<file path="src/rtl/uart_rx.sv">
// uart_rx: 8N1 serial receiver with mid-bit sampling and stop-bit framing check.
//
// state   | meaning
// --------+-----------------------------------------------------------
// IDLE    | line idle, waiting for a low level on the synchronized line
// START   | timing to the middle of the start bit to confirm it is real
// DATA    | sampling the 8 data bits, LSB first, one per bit period
// STOP    | sampling the stop bit; good frame -> DV, low -> framing error
// CLEANUP | waiting for the line to return high (absorbs a held break)
module uart_rx #(
    parameter int CLKS_PER_BIT = 57
) (
    input  logic       i_Clock,
    input  logic       i_Rst_n,
    input  logic       i_Rx_Serial,
    output logic       o_Rx_DV,
    output logic [7:0] o_Rx_Byte,
    output logic       o_Rx_Frame_Err,
    output logic       o_Rx_Active
);

    localparam logic [7:0] HALF_CNT = 8'((CLKS_PER_BIT - 1) / 2);
    localparam logic [7:0] LAST_CNT = 8'(CLKS_PER_BIT - 1);

    typedef enum logic [2:0] {
        IDLE    = 3'd0,
        START   = 3'd1,
        DATA    = 3'd2,
        STOP    = 3'd3,
        CLEANUP = 3'd4
    } state_t;

    state_t     state_q, state_d;
    logic [7:0] cnt_q, cnt_d;
    logic [2:0] idx_q, idx_d;
    logic [7:0] data_q, data_d;
    logic [7:0] byte_q, byte_d;
    logic       dv_q, dv_d;
    logic       ferr_q, ferr_d;
    logic       sync1_q, sync2_q;
    logic       rx_s;

    assign rx_s = sync2_q;

    // Two-flop synchronizer for the asynchronous line; resets to the idle level.
    always_ff @(posedge i_Clock or negedge i_Rst_n) begin
        if (!i_Rst_n) begin
            sync1_q <= 1'b1;
            sync2_q <= 1'b1;
        end else begin
            sync1_q <= i_Rx_Serial;
            sync2_q <= sync1_q;
        end
    end

    // State, counters, shift register and registered output pulses.
    always_ff @(posedge i_Clock or negedge i_Rst_n) begin
        if (!i_Rst_n) begin
            state_q <= IDLE;
            cnt_q   <= 8'd0;
            idx_q   <= 3'd0;
            data_q  <= 8'd0;
            byte_q  <= 8'd0;
            dv_q    <= 1'b0;
            ferr_q  <= 1'b0;
        end else begin
            state_q <= state_d;
            cnt_q   <= cnt_d;
            idx_q   <= idx_d;
            data_q  <= data_d;
            byte_q  <= byte_d;
            dv_q    <= dv_d;
            ferr_q  <= ferr_d;
        end
    end

    // Next-state, bit timing and sampling decisions.
    always_comb begin
        state_d = state_q;
        cnt_d   = cnt_q;
        idx_d   = idx_q;
        data_d  = data_q;
        byte_d  = byte_q;
        dv_d    = 1'b0;
        ferr_d  = 1'b0;
        case (state_q)
            IDLE: begin
                cnt_d = 8'd0;
                idx_d = 3'd0;
                if (!rx_s) state_d = START;
            end
            START: begin
                if (cnt_q == HALF_CNT) begin
                    cnt_d   = 8'd0;
                    // A line back high at mid-start is a glitch, not a frame.
                    state_d = rx_s ? IDLE : DATA;
                end else begin
                    cnt_d = cnt_q + 8'd1;
                end
            end
            DATA: begin
                if (cnt_q == LAST_CNT) begin
                    cnt_d         = 8'd0;
                    data_d[idx_q] = rx_s;
                    if (idx_q == 3'd7) begin
                        idx_d   = 3'd0;
                        state_d = STOP;
                    end else begin
                        idx_d = idx_q + 3'd1;
                    end
                end else begin
                    cnt_d = cnt_q + 8'd1;
                end
            end
            STOP: begin
                if (cnt_q == LAST_CNT) begin
                    cnt_d   = 8'd0;
                    state_d = CLEANUP;
                    if (rx_s) begin
                        byte_d = data_q;
                        dv_d   = 1'b1;
                    end else begin
                        ferr_d = 1'b1;
                    end
                end else begin
                    cnt_d = cnt_q + 8'd1;
                end
            end
            CLEANUP: begin
                if (rx_s) state_d = IDLE;
            end
            default: begin
                state_d = IDLE;
            end
        endcase
    end

    assign o_Rx_DV        = dv_q;
    assign o_Rx_Frame_Err = ferr_q;
    assign o_Rx_Byte      = byte_q;
    assign o_Rx_Active    = (state_q == START) || (state_q == DATA) || (state_q == STOP);

endmodule

</file>
<file path="config.mk">
export PLATFORM = sky130hd
export DESIGN_NAME = uart_rx
export DESIGN_NICKNAME = d
export VERILOG_FILES = /design/src/rtl/uart_rx.sv
export SDC_FILE = /design/constraint.sdc
export NUM_CORES = 1
export LEC_CHECK = 0
export BUFFER_PORTS_ARGS = -buffer_cell sky130_fd_sc_hd__buf_2
export CORE_ASPECT_RATIO = 1.2
export CORE_MARGIN = 1
export CORE_UTILIZATION = 31
export DETAILED_ROUTE_END_ITERATION = 10
export SLEW_MARGIN = 20
export SYNTH_ARGS = -nofsm -noshare
export SYNTH_HDL_FRONTEND = slang
export SYNTH_SLANG_ARGS = --single-unit
</file>
<file path="constraint.sdc">
create_clock -name i_Clock -period 2.45 [get_ports i_Clock]
set_clock_uncertainty 0.05 [all_clocks]
set_input_delay 0.49 -clock i_Clock [delete_from_list [all_inputs] [get_ports i_Clock]]
set_output_delay 0.49 -clock i_Clock [all_outputs]
set_load 0.03 [all_outputs]
</file>
---- Yosys cells after proc, flatten, opt, wreduce, memory -nomap -nowiden ----
Index checks and enable logic that the tools add are counted.
cells by class
  add/sub/neg operators ................... 2
  multiply operators ...................... 0
  divide/modulo/power cells ............... 0
  order comparisons ....................... 2
  equal/unequal tests ..................... 13
  shift operators ......................... 0
  muxes and demuxes ....................... 23
  bitwise gates (word level) .............. 0
  reductions and logical operators ........ 11
operators with widths
  cell                                                                count
  2-to-1 mux 3 bit                                                    8
  one-hot mux 8 bit (3 select lines)                                  1
  2-to-1 mux 8 bit                                                    2
  one-hot mux 3 bit (5 select lines)                                  1
  inequality test 2 bit (second input constant)                       6
  adder 8 x 1 -> 8 bit (second input constant)                        1
  bitwise mux 8 bit                                                   1
  equality test 8 x 5 -> 1 bit (second input constant)                1
  equality test 8 x 6 -> 1 bit (second input constant)                1
  2-to-1 mux 1 bit                                                    7
  equality test 3 x 2 -> 1 bit (second input constant)                2
  equality test 3 bit (second input constant)                         2
  one-hot mux 3 bit (2 select lines)                                  1
  AND reduction 6 bit                                                 1
  < comparator 3 x 4 -> 1 bit (second input constant)                 1
  AND reduction 2 bit                                                 2
  adder 3 x 1 -> 3 bit (second input constant)                        1
  demux 1 bit (select 3 bit)                                          1
  equality test 3 x 1 -> 1 bit (second input constant)                1
  greater-or-equal comparator 3 x 1 -> 1 bit (second input constant)  1
  zero test 3 bit                                                     1
  AND reduction 3 bit                                                 1
  nonzero test 3 bit                                                  1
  logical OR 1 bit                                                    2
  other kinds (4)                                                     4
word-level totals
  register bits ........................... 34
  bits in latches ......................... 0
  RAM bits ................................ 0
  ROM bits ................................ 0
  input bits .............................. 3
  output and inout port bits .............. 11
  memories kept ........................... 0

---- Longest topological paths before layout ----
  word-level depth ........................ 5
  mapped depth ............................ 7
  depth with buffers taken out ............ 6

---- Worst setup path before layout ----
OpenSTA, ideal clock, no wires.
  path type ............................... flip-flop to flip-flop
  start point ............................. register cnt_q[0]
  end point ............................... register byte_q[0], in the netlist o_Rx_Byte[0]
  library setup time ...................... 125 ps
  arrival ................................. 1723 ps
  data required time ...................... 2275 ps
  path slack .............................. 552 ps
  cell stages (with the launch flop) ...... 8
  buffers on the path ..................... 1
  clock period less this slack ............ 1898 ps
  cells stage by stage .................... dfrtp_1 > inv_1 > ha_1 > or3b_4 > nor2_1 > and3_1 > buf_6 > mux2_4
between the ends
  cells in the longest elaborated chain, start to end .. 2
RTL lines
  item                                  RTL line  text
  from (decl)                           34        logic [7:0] cnt_q, cnt_d;
  from (signal assigned)                68        cnt_q <= cnt_d;
  equality test 8 x 6 -> 1 bit          116       if (cnt_q == LAST_CNT) begin
  AND reduction 3 bit (no source line)  --
  to (signal assigned)                  71        byte_q <= byte_d;
  to (decl)                             37        logic [7:0] byte_q, byte_d;
Every way passes these cells.
A chain may end at the register's enable or synchronous reset.

---- Worst setup path after layout ----
  start point ............................. register cnt_q[0]
  end point ............................... register byte_q[7], in the netlist o_Rx_Byte[7]
Same word-level chain as after synthesis.

==> impl_metrics.yaml <==
run_status:
  run_status: "completed"
placed_design:
  dp_slack_ns: 0.421
  hpwl_mm: 2.25
  place_congestion: 0.829
  place.port_buffers: 13
yosys:
  synth_edf_count: 0
  synth-seq-cells: 34
  syn-num-nets: 160
  netlist-cell-type-count: 39
  async_flop_share_pct: 100
  synth_area_sq_um: 1700
  synth_top_flop_cell: "dfrtp_1"
  netlist_instances: 153
  yosysWarnings: 0
  synth_seq_area_share_pct: 50.1
  syn_avg_cell_area_sq_um: 11.1
global_route:
  grt_antenna_before_repair: 0
  track_usage_pct: 12.0
  grt_pass1_wl_mm: 5.51
  overflow: 0
  grt_max_degree: 35
  grt_pass1_vias: 1136
sta:
  setup_violations: 0
  setup_ws_ns: 0.410
  rsz0062_at_grt: "false"
  fmax_mhz: 490
  slew_headroom_pct: 50.5
  post-route-min-period_ns: 2.04
  final_max_slew_viol_count: 0
  max_slew.worst_pin.slew_ns: 0.742
  final.setup.tns_ns: 0
  final_hold_viol_count: 0
  post-route-period-util_pct: 83.2
final_layout:
  drive_above_1_share_pct: 26.9
  n_antenna_cell: 0
  area_delta_synth_final_pct: 11.2
  final_core_util_pct: 35.8
  nets: 174
clocking:
  cts_sinks: 34
  post-cts-setup-buffers: 0
  htreeDepth: 2
  ctsResizeCount: 0
  cts_tree: "built"
  clkTransAtPathRegs_ns: 0.06
  cts_made_buffers: 5
  hold_buffers: 0
  clockRootBuffer: "clkbuf_8"
  worstSkewPairLatency_ns: 0.29
  cts_buffer_depth: 2
power:
  ir_worst_vdd_v: 0.000230
  power.switching_mw: 0.308
  power.leakage_nw: 0.890
  power.density_nw_per_um2: 604
  totalPowerFinal_mw: 1.14
  clkPwrFrac_pct: 33.7
  internal_power_mw: 0.835
  swShare_pct: 27.0
  seq_power_share_pct: 53.4
  p_comb_share_pct: 12.9
critical_path:
  setup.worst_path.end_class: "register"
  crit_path_max_fanout: 9
  cpPeakStageDelay_ns: 0.41
  reg2reg_from: "cnt_q[0]"
  r2r-end: "o_Rx_Byte[7]"
  worstPathCellList: "inv_1 > ha_1 > or3b_4 > nor2_1 > and3_1 > buf_4 > mux2_4"
  critPathLaunchType: "register"
  r2r_cells: 7
  r2r_setup_slack_ns: 0.41
  crit_required_ns: 2.57
  critPathKind: "register to register"
  arrival_ns: 2.16
  cp_slowest_cell: "dfrtp_1"
drt:
  drc: 0
  num_vias: 1192
  routedWlPerCell_um: 13.7
  vias_per_cell: 5.21
  drt_iter0_drc: 30
  dr.pass1.iters: 4
  wirelength_mm: 3.14
  ant_nets: 0
floorplan:
  fp.dieW_um: 69.7
  io_pins: 14
  die_h_um: 83.2
  initial_core_util_pct: 32.2
  dieArea_sq_um: 5800
  coreArea_sq_um: 5300
  placementRows: 29
flow_run:
  drv_cap: 0
worst_hold_path:
  worstHoldPathType: "primary input to async pin"
[cells in the mapped netlist (all sizes together) (2+ instances only)]
master   n  area share, %
nand4b   2            1.0
nor4b    2            1.4
nor2    11            2.4
mux2    16             12
ha       4            2.9
o22ai    2           0.73
dfstp    2            3.1
and3     3            1.1
dfrtp   32             47
inv      5            1.1
nor3     5            1.5
clkbuf   3           0.66
o21ai    6            1.8
a21oi    3            1.1
o311ai   2            1.0
nand3    9            2.6
and4b    2            1.2
nand2   13            2.9
buf      6            2.5
nor4     3            1.1
mux2i    2            1.2
a22o     5            2.6
nand4    4            1.5
[placed cells by master (no fill, tap or decap), drive strengths merged]
cell type / count
a211o: 1
a211oi: 1
a21oi: 3
a22o: 5
a31oi: 1
a32oi: 1
and2: 1
and3: 3
and4b: 2
buf: 16
clkbuf: 5
clkinv: 2
dfrtp: 32
dfstp: 2
ha: 4
inv: 5
mux2: 16
mux2i: 2
nand2: 13
nand3: 9
nand4: 4
nand4b: 2
nor2: 11
nor3: 5
nor3b: 1
nor4: 3
nor4b: 2
o21ai: 6
o22ai: 2
o311ai: 2
o31ai: 1
o41ai: 1
or2: 1
or2b: 1
or3b: 1
[power by group through the flow]
stage	clock network [mW]	logic, mW	registers, mW
after global placement	0	0.147	0.620
after detailed placement	0	0.148	0.621
after floorplan	0	0.117	0.607
after CTS	0.396	0.149	0.610
after global routing	0.423	0.165	0.616
final	0.386	0.147	0.610
[how the worst max path moves through the flow]
stage / start / endpoint / slack [ns] / cells past startpoint
2_1_floorplan: cnt_q[0] / o_Rx_Byte[0] / 0.55 / 7
3_3_place_gp: cnt_q[1] / o_Rx_Byte[7] / 0.47 / 7
3_5_place_dp: cnt_q[0] / o_Rx_Byte[6] / 0.42 / 7
4_1_cts: cnt_q[0] / o_Rx_Byte[0] / 0.41 / 7
5_1_grt: cnt_q[1] / data_q[1] / 0.29 / 6
6_report: cnt_q[0] / o_Rx_Byte[7] / 0.41 / 7
[layer usage]
| layer | GRT usage (%) | routed length [um] | up-vias |
|---|---|---|---|
| met5 | 0 | 0 | - |
| met4 | 4.36 | 48 | 0 |
| met3 | 4.49 | 140 | 6 |
| met2 | 18.7 | 1480 | 20 |
| met1 | 15.0 | 1470 | 578 |
| li1 | - | - | 588 |
[cells by family (layout without fill, tap and decap cells)]
family / count (synthesis) / count (layout) / share of synthesized area, %
AOI/OAI and AO/OA: 24 / 24 / 9.99
and+or+nand+nor: 59 / 59 / 19.2
muxes: 18 / 18 / 13.5
adders and majority gates: 4 / 4 / 2.94
DFF: 34 / 34 / 50.1
buffers and inverters: 14 / 28 / 4.26
[stage by stage]
stage	area, sq um	cells	hold slack (ns)
final	1890	229	0.214
after global routing	1890	229	0.237
after CTS	1890	229	0.242
after detailed placement	1820	222	0.297
after global placement	1820	222	0.296
after floorplan	1700	153	0.144
[worst max-delay path, delay by kind of cell, from the launching register on]
family | cells | cell delay, ns
flops | 1 | 0.41
fa+ha+maj | 1 | 0.16
mux | 1 | 0.31
buf+inv | 2 | 0.27
simple gates | 3 | 0.71
[cell type report]
type / instances / area, sq um
sequential: 34 / 853
inverter: 5 / 18.8
clock buffer: 5 / 68.8
fill: 554 / 3400
multi-input combinational: 105 / 778
clock inverter: 2 / 10.0
tap: 62 / 77.6
timing repair buffer: 16 / 87.6
[registers in the layout, summed over array words and instances (netlist names)]
name and cells:
rx_s 1, o_Rx_Byte 8, cnt_q 8, o_Rx_Frame_Err 1, idx_q 3, o_Rx_DV 1, state_q 3, data_q 8
sync1_q 1
(Power assumes the default switching activity.)
